<file path="src/rtl/sp_types_pkg.sv">
// rtl/sp_types_pkg.sv - shared types and constants for the matrix load/store sequencer
package sp_types_pkg;

  localparam int MAT_ROWS  = 4;
  localparam int ROW_W     = 64;
  localparam int ADDR_W    = 32;
  localparam int MATREG_W  = 4;
  localparam int ROW_IDX_W = $clog2(MAT_ROWS);

  typedef enum logic [1:0] {
    MM_NONE  = 2'd0,
    MM_LOAD  = 2'd1,
    MM_STORE = 2'd2,
    MM_RSVD  = 2'd3
  } matrix_mem_t;

  typedef logic [ROW_W-1:0]     matbits_t;
  typedef logic [ROW_IDX_W-1:0] row_t;

  typedef enum logic [2:0] {
    S_IDLE,
    S_LD_REQ,
    S_LD_WAIT,
    S_ST_RD,
    S_ST_REQ,
    S_DONE
  } sp_ls_state_t;

endpackage

</file>
<file path="src/rtl/sp_matls_sequencer_if.sv">
// rtl/sp_matls_sequencer_if.sv - row-granular memory request/response bus
interface sp_matls_sequencer_if #(
  parameter int ADDR_W = 32,
  parameter int ROW_W  = 64
);
  logic              mem_req;
  logic              mem_wen;
  logic [ADDR_W-1:0] mem_addr;
  logic [ROW_W-1:0]  mem_wdata;
  logic              mem_gnt;
  logic              mem_rvalid;
  logic [ROW_W-1:0]  mem_rdata;

  // sequencer side issues requests
  modport master (
    output mem_req, mem_wen, mem_addr, mem_wdata,
    input  mem_gnt, mem_rvalid, mem_rdata
  );

  // memory side accepts requests and returns read data
  modport slave (
    input  mem_req, mem_wen, mem_addr, mem_wdata,
    output mem_gnt, mem_rvalid, mem_rdata
  );
endinterface

</file>
<file path="src/rtl/sp_row_addr_gen.sv">
// rtl/sp_row_addr_gen.sv - latched base address plus row counter to per-row byte address
module sp_row_addr_gen #(
  parameter  int ADDR_W    = 32,
  parameter  int ROW_W     = 64,
  parameter  int MAT_ROWS  = 4,
  localparam int ROW_IDX_W = $clog2(MAT_ROWS)
) (
  input  logic                 CLK,
  input  logic                 RST,
  input  logic                 clear,
  input  logic                 inc,
  input  logic [ADDR_W-1:0]    base_in,
  output logic [ROW_IDX_W-1:0] row,
  output logic [ADDR_W-1:0]    row_addr,
  output logic                 last
);

  logic [ADDR_W-1:0] base;

  // clear latches a new base and restarts at row 0; inc steps to the next row
  always_ff @(posedge CLK) begin
    if (RST) begin
      base <= '0;
      row  <= '0;
    end else if (clear) begin
      base <= base_in;
      row  <= '0;
    end else if (inc) begin
      row <= row + 1'b1;
    end
  end

  // rows are contiguous in memory; the sum wraps silently at 2^ADDR_W
  always_comb begin
    row_addr = base + (ADDR_W'(row) * ADDR_W'(ROW_W / 8));
    last     = (row == ROW_IDX_W'(MAT_ROWS - 1));
  end

endmodule

</file>
<file path="src/rtl/sp_matls_sequencer.sv">
// rtl/sp_matls_sequencer.sv - moves whole matrices between memory and scratchpad, one row at a time
module sp_matls_sequencer #(
  parameter  int ADDR_W    = sp_types_pkg::ADDR_W,
  parameter  int ROW_W     = sp_types_pkg::ROW_W,
  parameter  int MAT_ROWS  = sp_types_pkg::MAT_ROWS,
  parameter  int MATREG_W  = sp_types_pkg::MATREG_W,
  localparam int ROW_IDX_W = $clog2(MAT_ROWS)
) (
  input  logic                 CLK,
  input  logic                 RST,
  input  logic                 instr_valid,
  input  logic [1:0]           instr_ls,
  input  logic [MATREG_W-1:0]  instr_rd,
  input  logic [ADDR_W-1:0]    instr_addr,
  output logic                 instr_pop,
  sp_matls_sequencer_if.master mem,
  output logic                 sp_wen,
  output logic                 sp_ren,
  output logic [MATREG_W-1:0]  sp_mat,
  output logic [ROW_IDX_W-1:0] sp_row,
  output logic [ROW_W-1:0]     sp_wdata,
  input  logic [ROW_W-1:0]     sp_rdata,
  output logic                 done,
  output logic [MATREG_W-1:0]  done_rd,
  output logic                 done_ls,
  output logic                 busy
);

  import sp_types_pkg::*;

  sp_ls_state_t          state, next_state;
  matrix_mem_t           ls_q;
  logic [MATREG_W-1:0]   rd_q;
  logic [ROW_W-1:0]      st_data;
  logic                  st_first;
  logic                  accept;
  logic                  row_inc;
  logic                  row_last;
  logic [ROW_IDX_W-1:0]  row;
  logic [ADDR_W-1:0]     row_addr;

  // an entry is taken only from IDLE, and never while reset is held
  assign accept = (state == S_IDLE) && instr_valid && !RST;

  // the counter never wraps: the last row exits to DONE instead of incrementing
  assign row_inc = ((state == S_LD_WAIT) && mem.mem_rvalid && !row_last) ||
                   ((state == S_ST_REQ)  && mem.mem_gnt    && !row_last);

  assign busy = (state != S_IDLE);

  sp_row_addr_gen #(
    .ADDR_W   (ADDR_W),
    .ROW_W    (ROW_W),
    .MAT_ROWS (MAT_ROWS)
  ) u_addr_gen (
    .CLK      (CLK),
    .RST      (RST),
    .clear    (accept),
    .inc      (row_inc),
    .base_in  (instr_addr),
    .row      (row),
    .row_addr (row_addr),
    .last     (row_last)
  );

  // state register
  always_ff @(posedge CLK) begin
    if (RST) state <= S_IDLE;
    else     state <= next_state;
  end

  // next-state: one row per LD_REQ/LD_WAIT or ST_RD/ST_REQ pair
  always_comb begin
    next_state = state;
    case (state)
      S_IDLE: begin
        if (instr_valid) begin
          case (matrix_mem_t'(instr_ls))
            MM_LOAD:  next_state = S_LD_REQ;
            MM_STORE: next_state = S_ST_RD;
            default:  next_state = S_IDLE;
          endcase
        end
      end
      S_LD_REQ:  if (mem.mem_gnt)    next_state = S_LD_WAIT;
      S_LD_WAIT: if (mem.mem_rvalid) next_state = row_last ? S_DONE : S_LD_REQ;
      S_ST_RD:   next_state = S_ST_REQ;
      S_ST_REQ:  if (mem.mem_gnt)    next_state = row_last ? S_DONE : S_ST_RD;
      S_DONE:    next_state = S_IDLE;
      default:   next_state = S_IDLE;
    endcase
  end

  // latched instruction fields and the store-data holding register
  always_ff @(posedge CLK) begin
    if (RST) begin
      ls_q     <= MM_NONE;
      rd_q     <= '0;
      st_first <= 1'b0;
      st_data  <= '0;
    end else begin
      if (accept) begin
        ls_q <= matrix_mem_t'(instr_ls);
        rd_q <= instr_rd;
      end
      st_first <= (state == S_ST_RD);
      if (st_first) st_data <= sp_rdata;
    end
  end

  // outputs decoded from state; on the first ST_REQ cycle the scratchpad read
  // data is forwarded directly so an immediate grant still carries the row
  always_comb begin
    instr_pop     = 1'b0;
    mem.mem_req   = 1'b0;
    mem.mem_wen   = 1'b0;
    mem.mem_addr  = '0;
    mem.mem_wdata = '0;
    sp_wen        = 1'b0;
    sp_ren        = 1'b0;
    sp_mat        = '0;
    sp_row        = '0;
    sp_wdata      = '0;
    case (state)
      S_IDLE: instr_pop = accept;
      S_LD_REQ: begin
        mem.mem_req  = 1'b1;
        mem.mem_addr = row_addr;
      end
      S_LD_WAIT: begin
        if (mem.mem_rvalid) begin
          sp_wen   = 1'b1;
          sp_mat   = rd_q;
          sp_row   = row;
          sp_wdata = mem.mem_rdata;
        end
      end
      S_ST_RD: begin
        sp_ren = 1'b1;
        sp_mat = rd_q;
        sp_row = row;
      end
      S_ST_REQ: begin
        mem.mem_req   = 1'b1;
        mem.mem_wen   = 1'b1;
        mem.mem_addr  = row_addr;
        mem.mem_wdata = st_first ? sp_rdata : st_data;
      end
      default: ;
    endcase
  end

  // completion pulse registered so it lines up with the DONE state
  always_ff @(posedge CLK) begin
    if (RST) begin
      done    <= 1'b0;
      done_rd <= '0;
      done_ls <= 1'b0;
    end else begin
      done    <= (next_state == S_DONE);
      done_rd <= (next_state == S_DONE) ? rd_q : '0;
      done_ls <= (next_state == S_DONE) && (ls_q == MM_STORE);
    end
  end

endmodule

</file>
<file path="src/flat_wrapper.sv">
// flat-port wrapper written by rule: the top's interface ports become plain ports
module sp_matls_sequencer_flat import sp_types_pkg::*;
#(
  parameter  int ADDR_W    = sp_types_pkg::ADDR_W,
  parameter  int ROW_W     = sp_types_pkg::ROW_W,
  parameter  int MAT_ROWS  = sp_types_pkg::MAT_ROWS,
  parameter  int MATREG_W  = sp_types_pkg::MATREG_W,
  localparam int ROW_IDX_W = $clog2(MAT_ROWS)
)
  (CLK, RST, instr_valid, instr_ls, instr_rd, instr_addr, instr_pop, sp_wen, sp_ren, sp_mat, sp_row, sp_wdata, sp_rdata, done, done_rd, done_ls, busy, mem_mem_req, mem_mem_wen, mem_mem_addr, mem_mem_wdata, mem_mem_gnt, mem_mem_rvalid, mem_mem_rdata);
  sp_matls_sequencer_if #(.ADDR_W(ADDR_W), .ROW_W(ROW_W)) mem_i ();
  input  logic CLK;
  input  logic RST;
  input  logic instr_valid;
  input  logic [1:0] instr_ls;
  input  logic [MATREG_W-1:0] instr_rd;
  input  logic [ADDR_W-1:0] instr_addr;
  output logic instr_pop;
  output logic sp_wen;
  output logic sp_ren;
  output logic [MATREG_W-1:0] sp_mat;
  output logic [ROW_IDX_W-1:0] sp_row;
  output logic [ROW_W-1:0] sp_wdata;
  input  logic [ROW_W-1:0] sp_rdata;
  output logic done;
  output logic [MATREG_W-1:0] done_rd;
  output logic done_ls;
  output logic busy;
  output wire logic [$bits(mem_i.mem_req)-1:0] mem_mem_req;
  output wire logic [$bits(mem_i.mem_wen)-1:0] mem_mem_wen;
  output wire logic [$bits(mem_i.mem_addr)-1:0] mem_mem_addr;
  output wire logic [$bits(mem_i.mem_wdata)-1:0] mem_mem_wdata;
  input wire logic [$bits(mem_i.mem_gnt)-1:0] mem_mem_gnt;
  input wire logic [$bits(mem_i.mem_rvalid)-1:0] mem_mem_rvalid;
  input wire logic [$bits(mem_i.mem_rdata)-1:0] mem_mem_rdata;
  assign mem_mem_req = mem_i.mem_req;
  assign mem_mem_wen = mem_i.mem_wen;
  assign mem_mem_addr = mem_i.mem_addr;
  assign mem_mem_wdata = mem_i.mem_wdata;
  assign mem_i.mem_gnt = mem_mem_gnt;
  assign mem_i.mem_rvalid = mem_mem_rvalid;
  assign mem_i.mem_rdata = mem_mem_rdata;
  sp_matls_sequencer #(.ADDR_W(ADDR_W), .ROW_W(ROW_W), .MAT_ROWS(MAT_ROWS), .MATREG_W(MATREG_W)) u_core (.CLK(CLK), .RST(RST), .instr_valid(instr_valid), .instr_ls(instr_ls), .instr_rd(instr_rd), .instr_addr(instr_addr), .instr_pop(instr_pop), .mem(mem_i), .sp_wen(sp_wen), .sp_ren(sp_ren), .sp_mat(sp_mat), .sp_row(sp_row), .sp_wdata(sp_wdata), .sp_rdata(sp_rdata), .done(done), .done_rd(done_rd), .done_ls(done_ls), .busy(busy));
endmodule
</file>
<file path="config.mk">
export PLATFORM = sky130hd
export DESIGN_NAME = sp_matls_sequencer_flat
export DESIGN_NICKNAME = d
export VERILOG_FILES = /design/src/rtl/sp_types_pkg.sv /design/src/rtl/sp_matls_sequencer_if.sv /design/src/rtl/sp_row_addr_gen.sv /design/src/rtl/sp_matls_sequencer.sv /design/src/flat_wrapper.sv
export SDC_FILE = /design/constraint.sdc
export NUM_CORES = 1
export LEC_CHECK = 0
export ABC_AREA = 1
export ABC_CLOCK_PERIOD_IN_PS = 4800
export BUFFER_PORTS_ARGS = -buffer_cell sky130_fd_sc_hd__buf_4
export CAP_MARGIN = 20
export CORE_AREA = 2 2 134 136
export CTS_CLUSTER_SIZE = 10
export DETAILED_ROUTE_END_ITERATION = 10
export DIE_AREA = 0 0 136 138
export GPL_ROUTABILITY_DRIVEN = 0
export PLACE_DENSITY = 0.72
export REMOVE_ABC_BUFFERS = 1
export SLEW_MARGIN = 20
export SYNTH_ARGS = -nofsm -noshare
export SYNTH_HDL_FRONTEND = slang
export SYNTH_HIERARCHICAL = 1
export SYNTH_SLANG_ARGS = --single-unit
</file>
<file path="constraint.sdc">
create_clock -name CLK -period 4.8 [get_ports CLK]
set_input_delay 0.72 -clock CLK [delete_from_list [all_inputs] [get_ports CLK]]
set_output_delay 0.72 -clock CLK [all_outputs]
set_load 0.05 [all_outputs]
</file>
---- Word level (Yosys, flattened, before mapping) ----
Index checks and enable logic that the tools add are counted.
word-level totals
  bits in registers ....................... 114
cells by class
  eq/ne operators ......................... 9
  reductions and logical operators ........ 15
  bitwise operators ....................... 1
  mux-type cells .......................... 23
  add/sub/neg operators ................... 2
operators by type and width
  cell                   number
  $mux W64               4
  $add A32 B5 Y32        1
  $mux W32               1
  $mux W3                6
  $pmux W3 S5            1
  $pmux W2 S2            2
  $pmux W4 S2            1
  $logic_and A1 B1 Y1    7
  $eq A2 B2 Y1 const B   3
  $eq A3 B2 Y1 const B   2
  $eq A3 B3 Y1 const B   2
  $mux W1                6
  $reduce_or A2 Y1       3
  $mux W4                1
  $eq A3 B1 Y1 const B   1
  $logic_not A3 Y1       1
  $reduce_bool A3 Y1     1
  $add A2 B1 Y2 const B  1
  $eq A2 B1 Y1 const B   1
  $logic_not A1 Y1       2
  $mux W2                1
  $logic_or A1 B1 Y1     1
  $not A1 Y1             1

---- Longest topological paths before layout ----
  depth in word-level cells ............... 7
  depth in mapped cells ................... 11

---- Cells and area by module ----
The synthesis kept the hierarchy.
modules (own cells, without submodules)
  module              area an instance (µm²)  cells each  sequential area each (µm²)  instances
  sp_matls_sequencer  4042.6                  591         1601.5                      1
  sp_row_addr_gen     2035.7                  326         680.7                       1

---- Worst setup path before layout ----
Ideal clock, no wire load.
  kind .................................... reg2out
  start ................................... register u_core.u_addr_gen.row[0]
  end ..................................... output port mem_mem_addr[17]
  stages on the path, launching flop included .. 10
  arrival time ............................ 2283 ps
  setup slack ............................. 1797 ps
  path through ............................ dfxtp_1 -> ha_1 -> inv_1 -> fa_1 -> nor2_4 -> nand2_2 -> nor2_1 -> xor2_1 -> inv_1 -> nor2_1
on the way
  word-level cells in the longest chain between the ends .. 2
RTL lines
  item                     line                       text
  from (decl)              sp_row_addr_gen.sv:13      output logic [ROW_IDX_W-1:0] row,
  from (signal assigned)   sp_row_addr_gen.sv:29      row <= row + 1'b1;
  $add A32 B5 Y32          sp_row_addr_gen.sv:35      row_addr = base + (ADDR_W'(row) * ADDR_W'(ROW_W / 8));
  via u_core.row_addr[17]  sp_matls_sequencer.sv:40   logic [ADDR_W-1:0] row_addr;
  $mux W32                 sp_matls_sequencer.sv:124  case (state)
  to (decl)                flat_wrapper.sv:31         output wire logic [$bits(mem_i.mem_addr)-1:0] mem_mem_addr;
The timed path passes the listed nets, and every way through them passes these cells.

---- Worst setup path in the final report ----
  start ................................... register u_core.state[1]
  end ..................................... output port mem_mem_addr[13]
on the way
  word-level cells in the longest chain between the ends .. 3
  elaborated cells on any way between the ends .. 4
  those cells by class .................... eq/ne: 2; mux: 1; reduce/logical: 1
RTL lines
  item                                                 line                       text
  from (decl)                                          sp_matls_sequencer.sv:31   sp_ls_state_t state, next_state;
  from (signal assigned)                               sp_matls_sequencer.sv:69   else state <= next_state;
  $eq A3 B1 Y1 / $eq A3 B3 Y1 (equally long branches)  sp_matls_sequencer.sv:124
  $reduce_or A2 Y1 (no line) *                         n/a
  $mux W32 *                                           sp_matls_sequencer.sv:124
Mark *: on every way between the ends. The rest lies on a longest branch, timed or not.

==> results_dict.tcl <==
set metrics [dict create \
    fin_cells 1476 \
    synth-seq-cells 114 \
    skew_ps 7.34 \
    drc 0 \
    status "completed" \
    post-dp-hpwl_um 15500 \
    synth_area_um2 6080 \
    grt.overflow.total 0 \
    antenna_found_initial 0 \
    powerDensity_nw_per_um2 303 \
    ant_nets 0 \
    root_buffer "clkbuf_16" \
    ys.flop_type "dfxtp_1" \
    worstSkewPairLatency_ps 410 \
    synth.most_common_cell "nor2_1" \
    holdBufCountCts 0 \
    final_nets 1411 \
    cts_buffer_depth 2 \
    htreeDepth 4 \
    tightest_slew_ps 1120 \
    post_drt_wl_per_cell_um 14.1 \
    rows 49 \
    die_y_um 138 \
    synth_warnings 6 \
    insertedDiodeCount 0 \
    start_kind "flop" \
    port_buffers 348 \
    synthTopCellsByArea "dfxtp_1 38%, nor2_1 20%, mux2i_1 11%, nand2_1 10%, inv_1 4.8%" \
    synth_top_area_share_pct 37.5 \
    postCtsSetupRepairBufs 0 \
    fin_crit_ps 3440 \
    cts_buffers 17 \
    coreArea_um2 17500 \
    synth_area_per_cell_um2 6.63 \
    ys_types 27 \
    crit_path_end_kind "output pin" \
    min_path_type "flop to flop" \
    synth-edff-count 0 \
    start_util_pct 34.7 \
    drt_iter0_drc 382 \
    tns_ps 0 \
    dp_slack_ps 1800 \
    min_to "u_core/done_ls$_SDFF_PP0_" \
    chipWidth_um 136 \
    n_fill_cell 1717 \
    r2r_end "u_core/u_addr_gen/base[29]$_SDFFE_PP0P_" \
    r2r_start "u_core/state[2]$_SDFF_PP0_" \
    dieArea_um2 18800 \
    track_usage_pct 21.6 \
    multi_input_area_um2 3240 \
    grt_pass1_vias 6187 \
    min-delay-start "u_core/ls_q[1]$_SDFFE_PP0P_" \
    grt_start_max_net_pins 69 \
    setup_ws_ps 1360 \
    place_inst 1445 \
    drive_gt1_share_pct 32.0 \
    finalSetupViolCount 0 \
    via_per_inst 4.50 \
    yosys-top-cells-count "328 x nor2_1, 167 x nand2_1, 114 x dfxtp_1" \
    async_flop_share_pct 0 \
    slew_headroom_pct 25.7 \
    cap_viol_max_count 0 \
    p_total_mw 2.82 \
    rr_worst_depth 7 \
    syn2layout_area_growth_pct 53.2 \
    yosysSeqAreaShare_pct 37.5 \
    drtPass1Iterations 4 \
    hold_viol_final 0 \
    cts_tree "yes" \
    clk_pin_slew_ps 60 \
    clkSinkCount 114 \
    arrival_ps 2720 \
    synth_cells 917 \
    grt_setup_unrepaired "no" \
    drv_slew 0 \
    yosysTopAreaCell "dfxtp_1" \
    crit_type "flop to output pin" \
    max_freq_mhz 290 \
    crit_fanout 65 \
    via_count 6636 \
    utilization_pct 53.1 \
    seq_area_um2 2290 \
    cts_resized 0 \
    ff2ff_setup_slack_ps 2530 \
    crit_required_ps 4080 \
    io_pins 349 \
    fin_crit_sh_pct 71.8 \
    hold_depth 2 \
    p_leak_nw 4.29 \
    grt_pass1_wl_um 31900 \
    wirelength_um 20800 \
    vdd_drop_max_uv 223 \
]
stage by stage:
stage / hold WS (ps) / area [µm²]
after floorplan: 422 / 5810
after global placement: 437 / 8740
after detailed placement: 449 / 8740
after CTS: 455 / 9310
after global routing: 493 / 9310
final: 456 / 9310
cells in the final DEF, fill, tap and decap left out, types with 5 or more instances in the layout:
| master | n |
|---|---|
| buf_4 | 351 |
| nor2_1 | 328 |
| nand2_1 | 165 |
| dfxtp_1 | 113 |
| inv_1 | 78 |
| mux2i_1 | 64 |
| o21ai_0 | 36 |
| clkbuf_16 | 17 |
| nand3_1 | 16 |
| a21oi_1 | 16 |
| xnor2_1 | 8 |
| xor2_1 | 6 |
| nor2_4 | 5 |
| a211oi_1 | 5 |
power by group:
part / switching (mW) / internal (mW)
sequential: 0.0452 / 0.992
clock: 0.460 / 0.762
combinational: 0.356 / 0.210
total: 0.862 / 1.96
cell families after synthesis:
family	share of synthesized area, %
simple gates	34.4
buf+inv	9.32
flops	37.5
mux	10.5
compound gates	4.98
xor+xnor	2.02
fa+ha+maj	1.15
how the worst max path moves through the flow:
stage / startpoint / end / slack, ps / cells after the start
6_report: u_core/state[1]$_SDFF_PP0_ / mem_mem_addr[13] / 1360 / 7
5_1_grt: u_core/state[1]$_SDFF_PP0_ / mem_mem_addr[10] / 1040 / 7
4_1_cts: u_core/state[1]$_SDFF_PP0_ / mem_mem_addr[24] / 1340 / 7
3_5_place_dp: u_core/state[1]$_SDFF_PP0_ / mem_mem_addr[24] / 1800 / 7
3_3_place_gp: u_core/state[1]$_SDFF_PP0_ / mem_mem_addr[14] / 1870 / 7
2_1_floorplan: u_core/st_first$_SDFF_PP0_ / mem_mem_wdata[0] / 770 / 2
registers in the layout, indices dropped and copies added (netlist names), 2 cells and up:
register                cells
u_core/ls_q                 2
u_core/u_addr_gen/base     32
u_core/rd_q                 4
u_core/state                3
u_core/u_addr_gen/row       2
u_core/done_rd              4
u_core/st_data             64
per-layer routing:
| metal | vias up | share of wire (%) | track usage (%) | wire, µm |
|---|---|---|---|---|
| met5 | - | 0 | 0 | 0 |
| met1 | 2941 | 41 | 25.5 | 8610 |
| met2 | 237 | 48 | 36.2 | 10000 |
| li1 | 3436 | - | - | - |
| met4 | 0 | 1.7 | 6.36 | 354 |
| met3 | 22 | 8.8 | 8.29 | 1830 |
final cells by class:
cell class,instances,area share (%)
Multi-Input combinational cell,671,34.8
Clock inverter,12,1.44
Timing Repair Buffer,351,28.3
Tap cell,229,3.08
Clock buffer,19,4.65
Inverter,80,3.22
Sequential cell,114,24.5
critical path, stage by stage, from the launching register on:
cell,delay (ps)
dfxtp_1,490
nor2_2,80
nand2_2,60
buf_4,530
inv_2,150
nor2_4,640
nor2_1,110
buf_4,230
No activity file was read; power rests on OpenSTA's default activity.
